$ cat src/rtl/drv_key_pkg.sv
// Shared types and helpers for the debounced key array.
package drv_key_pkg;

    // Per-channel press-tracking state.
    typedef enum logic [1:0] {
        StIdle = 2'd0,
        StHeld = 2'd1,
        StLong = 2'd2
    } chan_state_e;

    // Bits needed to hold values 0..max_val; never less than one bit.
    function automatic int unsigned cnt_width(input longint unsigned max_val);
        int unsigned w;
        w = $clog2(max_val + 64'd1);
        return (w == 0) ? 1 : w;
    endfunction

endpackage

$ cat src/rtl/drv_key_chan.sv
// One key channel: synchronizer, debounce filter, press/hold/repeat tracker.
module drv_key_chan
    import drv_key_pkg::*;
#(
    parameter int unsigned FILTER_TIME = 1_350_000,
    parameter int unsigned LONG_TIME   = 27_000_000,
    parameter int unsigned REPEAT_TIME = 5_400_000,
    parameter logic        KEY_PRESS   = 1'b0
) (
    input  logic clk,
    input  logic rst_n,
    input  logic key,
    output logic flag_press,
    output logic flag_release,
    output logic flag_long,
    output logic flag_repeat,
    output logic key_state
);

    localparam int unsigned FiltW = cnt_width(longint'(FILTER_TIME) - 1);
    localparam int unsigned HoldW = cnt_width(longint'(LONG_TIME));
    localparam int unsigned RepW  = cnt_width(longint'(REPEAT_TIME));

    localparam logic [FiltW-1:0] FiltLast = FiltW'(FILTER_TIME - 1);
    localparam logic [HoldW-1:0] HoldMax  = HoldW'(LONG_TIME);
    localparam logic [RepW-1:0]  RepLast  = RepW'(REPEAT_TIME);

    logic [1:0]       sync_q;
    logic             stable_q;
    logic             stable_d;
    logic [FiltW-1:0] filt_q;
    logic [FiltW-1:0] filt_d;
    logic             toggle;
    logic             press_ev;
    logic             release_ev;
    chan_state_e      state_q;
    logic [HoldW-1:0] hold_q;
    logic [HoldW-1:0] hold_inc;
    logic [RepW-1:0]  rep_q;
    logic [RepW-1:0]  rep_inc;

    // Two-flop synchronizer on the raw pin; resets to the released level.
    always_ff @(posedge clk or negedge rst_n) begin
        if (!rst_n) begin
            sync_q <= {2{~KEY_PRESS}};
        end else begin
            sync_q <= {sync_q[0], key};
        end
    end

    // Filter: count consecutive disagreeing cycles, any agreement restarts the window.
    always_comb begin
        filt_d = '0;
        toggle = 1'b0;
        if (sync_q[1] != stable_q) begin
            if (filt_q == FiltLast) begin
                toggle = 1'b1;
            end else begin
                filt_d = filt_q + 1'b1;
            end
        end
        stable_d   = stable_q ^ toggle;
        press_ev   = toggle && (sync_q[1] == KEY_PRESS);
        release_ev = toggle && (sync_q[1] != KEY_PRESS);
    end

    // Filter state and debounced level, key_state normalised to 1 = pressed.
    always_ff @(posedge clk or negedge rst_n) begin
        if (!rst_n) begin
            filt_q    <= '0;
            stable_q  <= ~KEY_PRESS;
            key_state <= 1'b0;
        end else begin
            filt_q    <= filt_d;
            stable_q  <= stable_d;
            key_state <= (stable_d == KEY_PRESS);
        end
    end

    // Saturating hold increment and repeat increment.
    always_comb begin
        hold_inc = (hold_q == HoldMax) ? hold_q : hold_q + 1'b1;
        rep_inc  = rep_q + 1'b1;
    end

    // Press tracker with registered one-cycle flags; release beats any threshold hit.
    always_ff @(posedge clk or negedge rst_n) begin
        if (!rst_n) begin
            state_q      <= StIdle;
            hold_q       <= '0;
            rep_q        <= '0;
            flag_press   <= 1'b0;
            flag_release <= 1'b0;
            flag_long    <= 1'b0;
            flag_repeat  <= 1'b0;
        end else begin
            flag_press   <= 1'b0;
            flag_release <= 1'b0;
            flag_long    <= 1'b0;
            flag_repeat  <= 1'b0;
            unique case (state_q)
                StIdle: begin
                    hold_q <= '0;
                    rep_q  <= '0;
                    if (press_ev) begin
                        flag_press <= 1'b1;
                        state_q    <= StHeld;
                    end
                end
                StHeld: begin
                    if (release_ev) begin
                        flag_release <= 1'b1;
                        state_q      <= StIdle;
                    end else begin
                        hold_q <= hold_inc;
                        if (hold_inc == HoldMax) begin
                            flag_long <= 1'b1;
                            rep_q     <= '0;
                            state_q   <= StLong;
                        end
                    end
                end
                StLong: begin
                    if (release_ev) begin
                        flag_release <= 1'b1;
                        state_q      <= StIdle;
                    end else begin
                        hold_q <= hold_inc;
                        if (REPEAT_TIME != 0) begin
                            if (rep_inc == RepLast) begin
                                flag_repeat <= 1'b1;
                                rep_q       <= '0;
                            end else begin
                                rep_q <= rep_inc;
                            end
                        end
                    end
                end
                default: begin
                    state_q <= StIdle;
                end
            endcase
        end
    end

endmodule

$ cat src/rtl/drv_key_array.sv
// Array of independent debounced key channels.
module drv_key_array
    import drv_key_pkg::*;
#(
    parameter int unsigned NUM_KEYS    = 4,
    parameter int unsigned FILTER_TIME = 1_350_000,
    parameter int unsigned LONG_TIME   = 27_000_000,
    parameter int unsigned REPEAT_TIME = 5_400_000,
    parameter logic        KEY_PRESS   = 1'b0
) (
    input  logic                clk,
    input  logic                rst_n,
    input  logic [NUM_KEYS-1:0] key,
    output logic [NUM_KEYS-1:0] flag_press,
    output logic [NUM_KEYS-1:0] flag_release,
    output logic [NUM_KEYS-1:0] flag_long,
    output logic [NUM_KEYS-1:0] flag_repeat,
    output logic [NUM_KEYS-1:0] key_state
);

    // One self-contained channel per key pin.
    for (genvar i = 0; i < NUM_KEYS; i++) begin : g_chan
        drv_key_chan #(
            .FILTER_TIME (FILTER_TIME),
            .LONG_TIME   (LONG_TIME),
            .REPEAT_TIME (REPEAT_TIME),
            .KEY_PRESS   (KEY_PRESS)
        ) u_chan (
            .clk          (clk),
            .rst_n        (rst_n),
            .key          (key[i]),
            .flag_press   (flag_press[i]),
            .flag_release (flag_release[i]),
            .flag_long    (flag_long[i]),
            .flag_repeat  (flag_repeat[i]),
            .key_state    (key_state[i])
        );
    end

endmodule
$ cat config.mk
export PLATFORM = sky130hd
export DESIGN_NAME = drv_key_array
export DESIGN_NICKNAME = d
export VERILOG_FILES = /design/src/rtl/drv_key_pkg.sv /design/src/rtl/drv_key_chan.sv /design/src/rtl/drv_key_array.sv
export SDC_FILE = /design/constraint.sdc
export NUM_CORES = 1
export LEC_CHECK = 0
export ABC_AREA = 1
export ABC_CLOCK_PERIOD_IN_PS = 3830
export CORE_AREA = 2 2 313 284
export DETAILED_ROUTE_END_ITERATION = 7
export DIE_AREA = 0 0 315 286
export HOLD_SLACK_MARGIN = 0.03
export PLACE_DENSITY = 0.37
export SYNTH_ARGS = -nofsm -noshare
export SYNTH_HDL_FRONTEND = slang
export SYNTH_SLANG_ARGS = --single-unit
$ cat constraint.sdc
create_clock -name clk -period 3.83 [get_ports clk]
set_clock_uncertainty 0.15 [all_clocks]
set_input_delay 0.383 -clock clk [delete_from_list [all_inputs] [get_ports clk]]
set_output_delay 0.383 -clock clk [all_outputs]
set_load 0.01 [all_outputs]
==> qor.tcl <==
set qor(vias) 19972
set qor(grt_overflow) 0
set qor(pwr_density_cell_nw_per_um2) 323
set qor(crit_path_start_kind) {flop}
set qor(number_of_nets_at_the_end_of_the_flow) 3352
set qor(remaining_drc_errors) 0
set qor(layout.cells.most_common_list) {sky130_fd_sc_hd__nand2_1, sky130_fd_sc_hd__nor2_1, sky130_fd_sc_hd__inv_1}
set qor(postRouteAntennaNets) 0
set qor(end_kind) {flop}
set qor(holdPathStages) 1
set qor(synthFlopType) {sky130_fd_sc_hd__dfrtp_1}
set qor(design.die.area_um2) 90100
set qor(postLayoutSetupSlackWorst_ps) 498
set qor(netSwitchingFraction_pct) 22.7
set qor(clk_pin_slew_worst_paths_ps) 60
set qor(total_leakage_power_nw) 10.4
set qor(status) {completed}
set qor(initial_utilization_pct) 24.8
set qor(critical_path.top_delay_family) {simple AND/OR/NAND/NOR gates}
set qor(post_cts.resized_instances) 0
set qor(number_of_cell_instances_on_the_worst_register_to_register_path) 12
set qor(antenna_cells) 0
set qor(maximum_number_of_pins_on_one_net_before_global_route_repair) 74
set qor(first_global_vias) 19581
set qor(critPathRequiredTime_ps) 4130
set qor(synthArstFlopShare_pct) 100
set qor(placed_cells_incl_taps) 4420
set qor(total_global_route_track_usage_pct) 14.4
set qor(detailed_place.area_um2) 22900
set qor(hold_path_startpoint) {key[1]}
set qor(grt_antenna_before_repair) 0
set qor(area_delta_synth_final_pct) 13.6
set qor(floorplan.rows) 103
set qor(critical-path-slowest-cell) {sky130_fd_sc_hd__nor4_1}
set qor(finalNonFillerCells) 4503
set qor(p_comb_share_pct) 1.7
set qor(detail_route.wl_per_cell_um) 14.3
set qor(psw_mw) 1.79
set qor(synthesis.area_um2) 21600
set qor(syn_inst) 3297
set qor(drt_first_iter_violations) 1116
set qor(critPathKind) {flop to flop}
set qor(finalCoreUtilization_pct) 28.2
set qor(timing.critical_path.cells) {ha_1 > nand2_1 > nor2_4 > nand4_1 > nor4_1 > nand2_1 > o21ai_2 > inv_2 > nand2_2 > inv_2 > nand2_1 > o21ai_1}
set qor(io_buffer_count) 25
set qor(wirelength_um) 64300
set qor(post_synth.cell_area_avg_um2) 6.54
set qor(place_ws_ps) 466
set qor(worst_ep_arrival_time_ps) 3630
set qor(clock-sinks) 316
set qor(path_common_cell) {sky130_fd_sc_hd__nand2_1}
set qor(setup_viol) 0
set qor(number_of_pins_with_negative_max_slew_slack_in_the_final_report) 0
set qor(critPathMaxFanout) 19
set qor(ys_seq_area_share_pct) 36.8
set qor(num_io_pins) 26
set qor(synth_enable_flop_cells) 0
set qor(p_seq_share_pct) 42.5
set qor(clk_latency_ps) 590
set qor(setup_total_negative_slack_ps) 0
set qor(die_width_um) 315
set qor(tritoncts) {done}
set qor(final_common_cell) {sky130_fd_sc_hd__nand2_1}
set qor(worstPathBufferInverterCount) 2
set qor(yosys.cell_types.count) 47
set qor(floorplan.core_area_um2) 87000
set qor(post_route_cells_drive_above_1_share_pct) 5.70
set qor(globalplace.congestion) 0.842
set qor(share_clk_of_total_power_pct) 55.8
set qor(chipHeight_um) 286
set qor(ys.warnings.count) 0
set qor(fillerInstances) 9684
set qor(cpPeakStageDelay_ps) 470
set qor(cell_internal_pwr_mw) 6.12
set qor(ir_worst_vdd_v) 0.000228
set qor(slew_headroom_pct) 39.7
set qor(slew_of_the_pin_with_the_lowest_slew_margin_ps) 900
set qor(viasPerCell) 4.44
set qor(min-delay-path-class) {input pin to flop}
set qor(synth.ff_latch_count) 316
set qor(final_count_of_hold_timing_violations) 0
set qor(cts-buffers-inserted) 44
set qor(syn-num-nets) 3335
set qor(clock_path_buffers) 3
set qor(drtPass1Iterations) 5
set qor(grt_first_pass_wirelength_um) 107000
set qor(cts-htree-levels) 2
set qor(crit-reg2reg-launch) {g_chan[1].u_chan.filt_q[0]}
set qor(max_cap_viol_count) 0
set qor(fmax_mhz) 300
set qor(timing.final.crit_period_ps) 3330
set qor(clock-root-buffer) {sky130_fd_sc_hd__clkbuf_16}
set qor(period_utilisation_layout_pct) 87.0
set qor(rsz0062_at_grt) {no}
set qor(post-route-cell-area_um2) 24500
set qor(dp_hpwl_um) 47000
set qor(worst_setup_path_startpoint) {g_chan[1].u_chan.filt_q[0]}
set qor(timing.critical_path.depth) 12
-- timing repair --
item / CTS / global route
setup buffers: 0 / 0
hold endpoints to repair: 63 / 0
hold buffers: 3 / 0
-- sequential cells by signal, indices dropped and copies added, names as in the netlist --
register and cells:
g_chan.u_chan.hold_q 100, g_chan.u_chan.rep_q 92, g_chan.u_chan.filt_q 84, g_chan.u_chan.state_q 8, g_chan.u_chan.sync_q 8, g_chan.u_chan.flag_long 4
g_chan.u_chan.flag_press 4, g_chan.u_chan.flag_release 4, g_chan.u_chan.flag_repeat 4, g_chan.u_chan.key_state 4, g_chan.u_chan.stable_q 4
-- layer usage --
| metal | wire length (µm) | share of wire, % | track usage [%] | up-vias |
|---|---|---|---|---|
| met5 | 0 | 0 | 0 | - |
| met3 | 1940 | 3.0 | 1.91 | 77 |
| li1 | - | - | - | 10503 |
| met2 | 26800 | 42 | 21.7 | 253 |
| met1 | 34200 | 53 | 21.5 | 9139 |
| met4 | 1300 | 2.0 | 3.80 | 0 |
-- power groups by stage --
stage          sequential [mW]  clock [mW]  combinational (mW)
3_5_place_dp              3.43           0               0.142
5_1_grt                   3.37        4.75               0.161
6_report                  3.37        4.41               0.134
3_3_place_gp              3.43           0               0.142
4_1_cts                   3.37        4.63               0.145
2_1_floorplan             3.42           0              0.0363
-- Yosys cell counts (2+ instances only) --
cell type | count | area share [%]
sky130_fd_sc_hd__dfrtp_1 | 304 | 35
sky130_fd_sc_hd__a22o_1 | 2 | 0.081
sky130_fd_sc_hd__a21oi_1 | 50 | 1.2
sky130_fd_sc_hd__nand3b_1 | 14 | 0.49
sky130_fd_sc_hd__nand3_1 | 286 | 6.6
sky130_fd_sc_hd__o21a_1 | 6 | 0.21
sky130_fd_sc_hd__clkbuf_1 | 24 | 0.42
sky130_fd_sc_hd__o22ai_1 | 62 | 1.8
sky130_fd_sc_hd__nor3_2 | 2 | 0.093
sky130_fd_sc_hd__nand4_1 | 86 | 2.5
sky130_fd_sc_hd__nand2_1 | 1031 | 18
sky130_fd_sc_hd__inv_2 | 12 | 0.21
sky130_fd_sc_hd__o21ai_1 | 15 | 0.35
sky130_fd_sc_hd__nor2_4 | 10 | 0.52
sky130_fd_sc_hd__a31oi_1 | 7 | 0.20
sky130_fd_sc_hd__nor3b_1 | 9 | 0.31
sky130_fd_sc_hd__buf_4 | 25 | 0.87
sky130_fd_sc_hd__o21ai_0 | 73 | 1.7
sky130_fd_sc_hd__inv_1 | 411 | 7.2
sky130_fd_sc_hd__a211oi_1 | 3 | 0.10
sky130_fd_sc_hd__nand2_4 | 5 | 0.26
sky130_fd_sc_hd__buf_6 | 15 | 0.78
sky130_fd_sc_hd__xnor2_1 | 9 | 0.37
sky130_fd_sc_hd__nor2_1 | 554 | 9.6
sky130_fd_sc_hd__xor2_1 | 66 | 2.7
sky130_fd_sc_hd__nor3_1 | 58 | 1.3
sky130_fd_sc_hd__nor2_2 | 27 | 0.78
sky130_fd_sc_hd__dfstp_2 | 12 | 1.5
sky130_fd_sc_hd__o21ai_2 | 2 | 0.081
sky130_fd_sc_hd__o21bai_1 | 10 | 0.35
sky130_fd_sc_hd__and2_1 | 6 | 0.17
sky130_fd_sc_hd__buf_2 | 15 | 0.35
sky130_fd_sc_hd__ha_1 | 32 | 1.9
sky130_fd_sc_hd__nor4_1 | 19 | 0.55
sky130_fd_sc_hd__nand3_2 | 7 | 0.33
sky130_fd_sc_hd__nand2_2 | 15 | 0.44
sky130_fd_sc_hd__clkinv_1 | 3 | 0.052
-- final cells by class --
| type | count | area (µm²) | area share (%) |
|---|---|---|---|
| Clock buffer | 66 | 1340 | 5.45 |
| Clock inverter | 14 | 203 | 0.828 |
| Inverter | 426 | 1600 | 6.53 |
| Multi-Input combinational cell | 2476 | 11500 | 47.0 |
| Sequential cell | 316 | 7920 | 32.3 |
| Tap cell | 1155 | 1450 | 5.90 |
| Timing Repair Buffer | 50 | 475 | 1.94 |
-- cells by family after synthesis --
family                   after synthesis  synth area share (%)
AO/OA/AOI/OAI                        235                  6.24
AND/OR/NAND/NOR                     2134                  42.3
adder cells (fa/ha/maj)               32                  1.86
flip-flops                           316                  36.8
buffers and inverters                505                  9.84
XOR/XNOR                              75                  3.05
-- per-stage QoR --
| step | power, mW | hold slack [ps] |
|---|---|---|
| after floorplan | 3.46 | -62.6 |
| after detailed placement | 3.57 | 199 |
| after global routing | 8.28 | 60.5 |
| after global placement | 3.57 | 197 |
| after CTS | 8.14 | 31.7 |
| final | 7.92 | 74.9 |
-- path summary, 6_finish.rpt --
kind,endpoint,slack [ps]
worst max-delay path,g_chan[1].u_chan.hold_q[17],500
worst min-delay path,g_chan[1].u_chan.sync_q[0],70
worst max register to register,g_chan[1].u_chan.hold_q[17],500
worst min register to register,g_chan[1].u_chan.sync_q[1],200
max in group asynchronous,g_chan[0].u_chan.stable_q,2350
min in group asynchronous,g_chan[1].u_chan.rep_q[9],180
No activity file was read; power rests on OpenSTA's default activity.
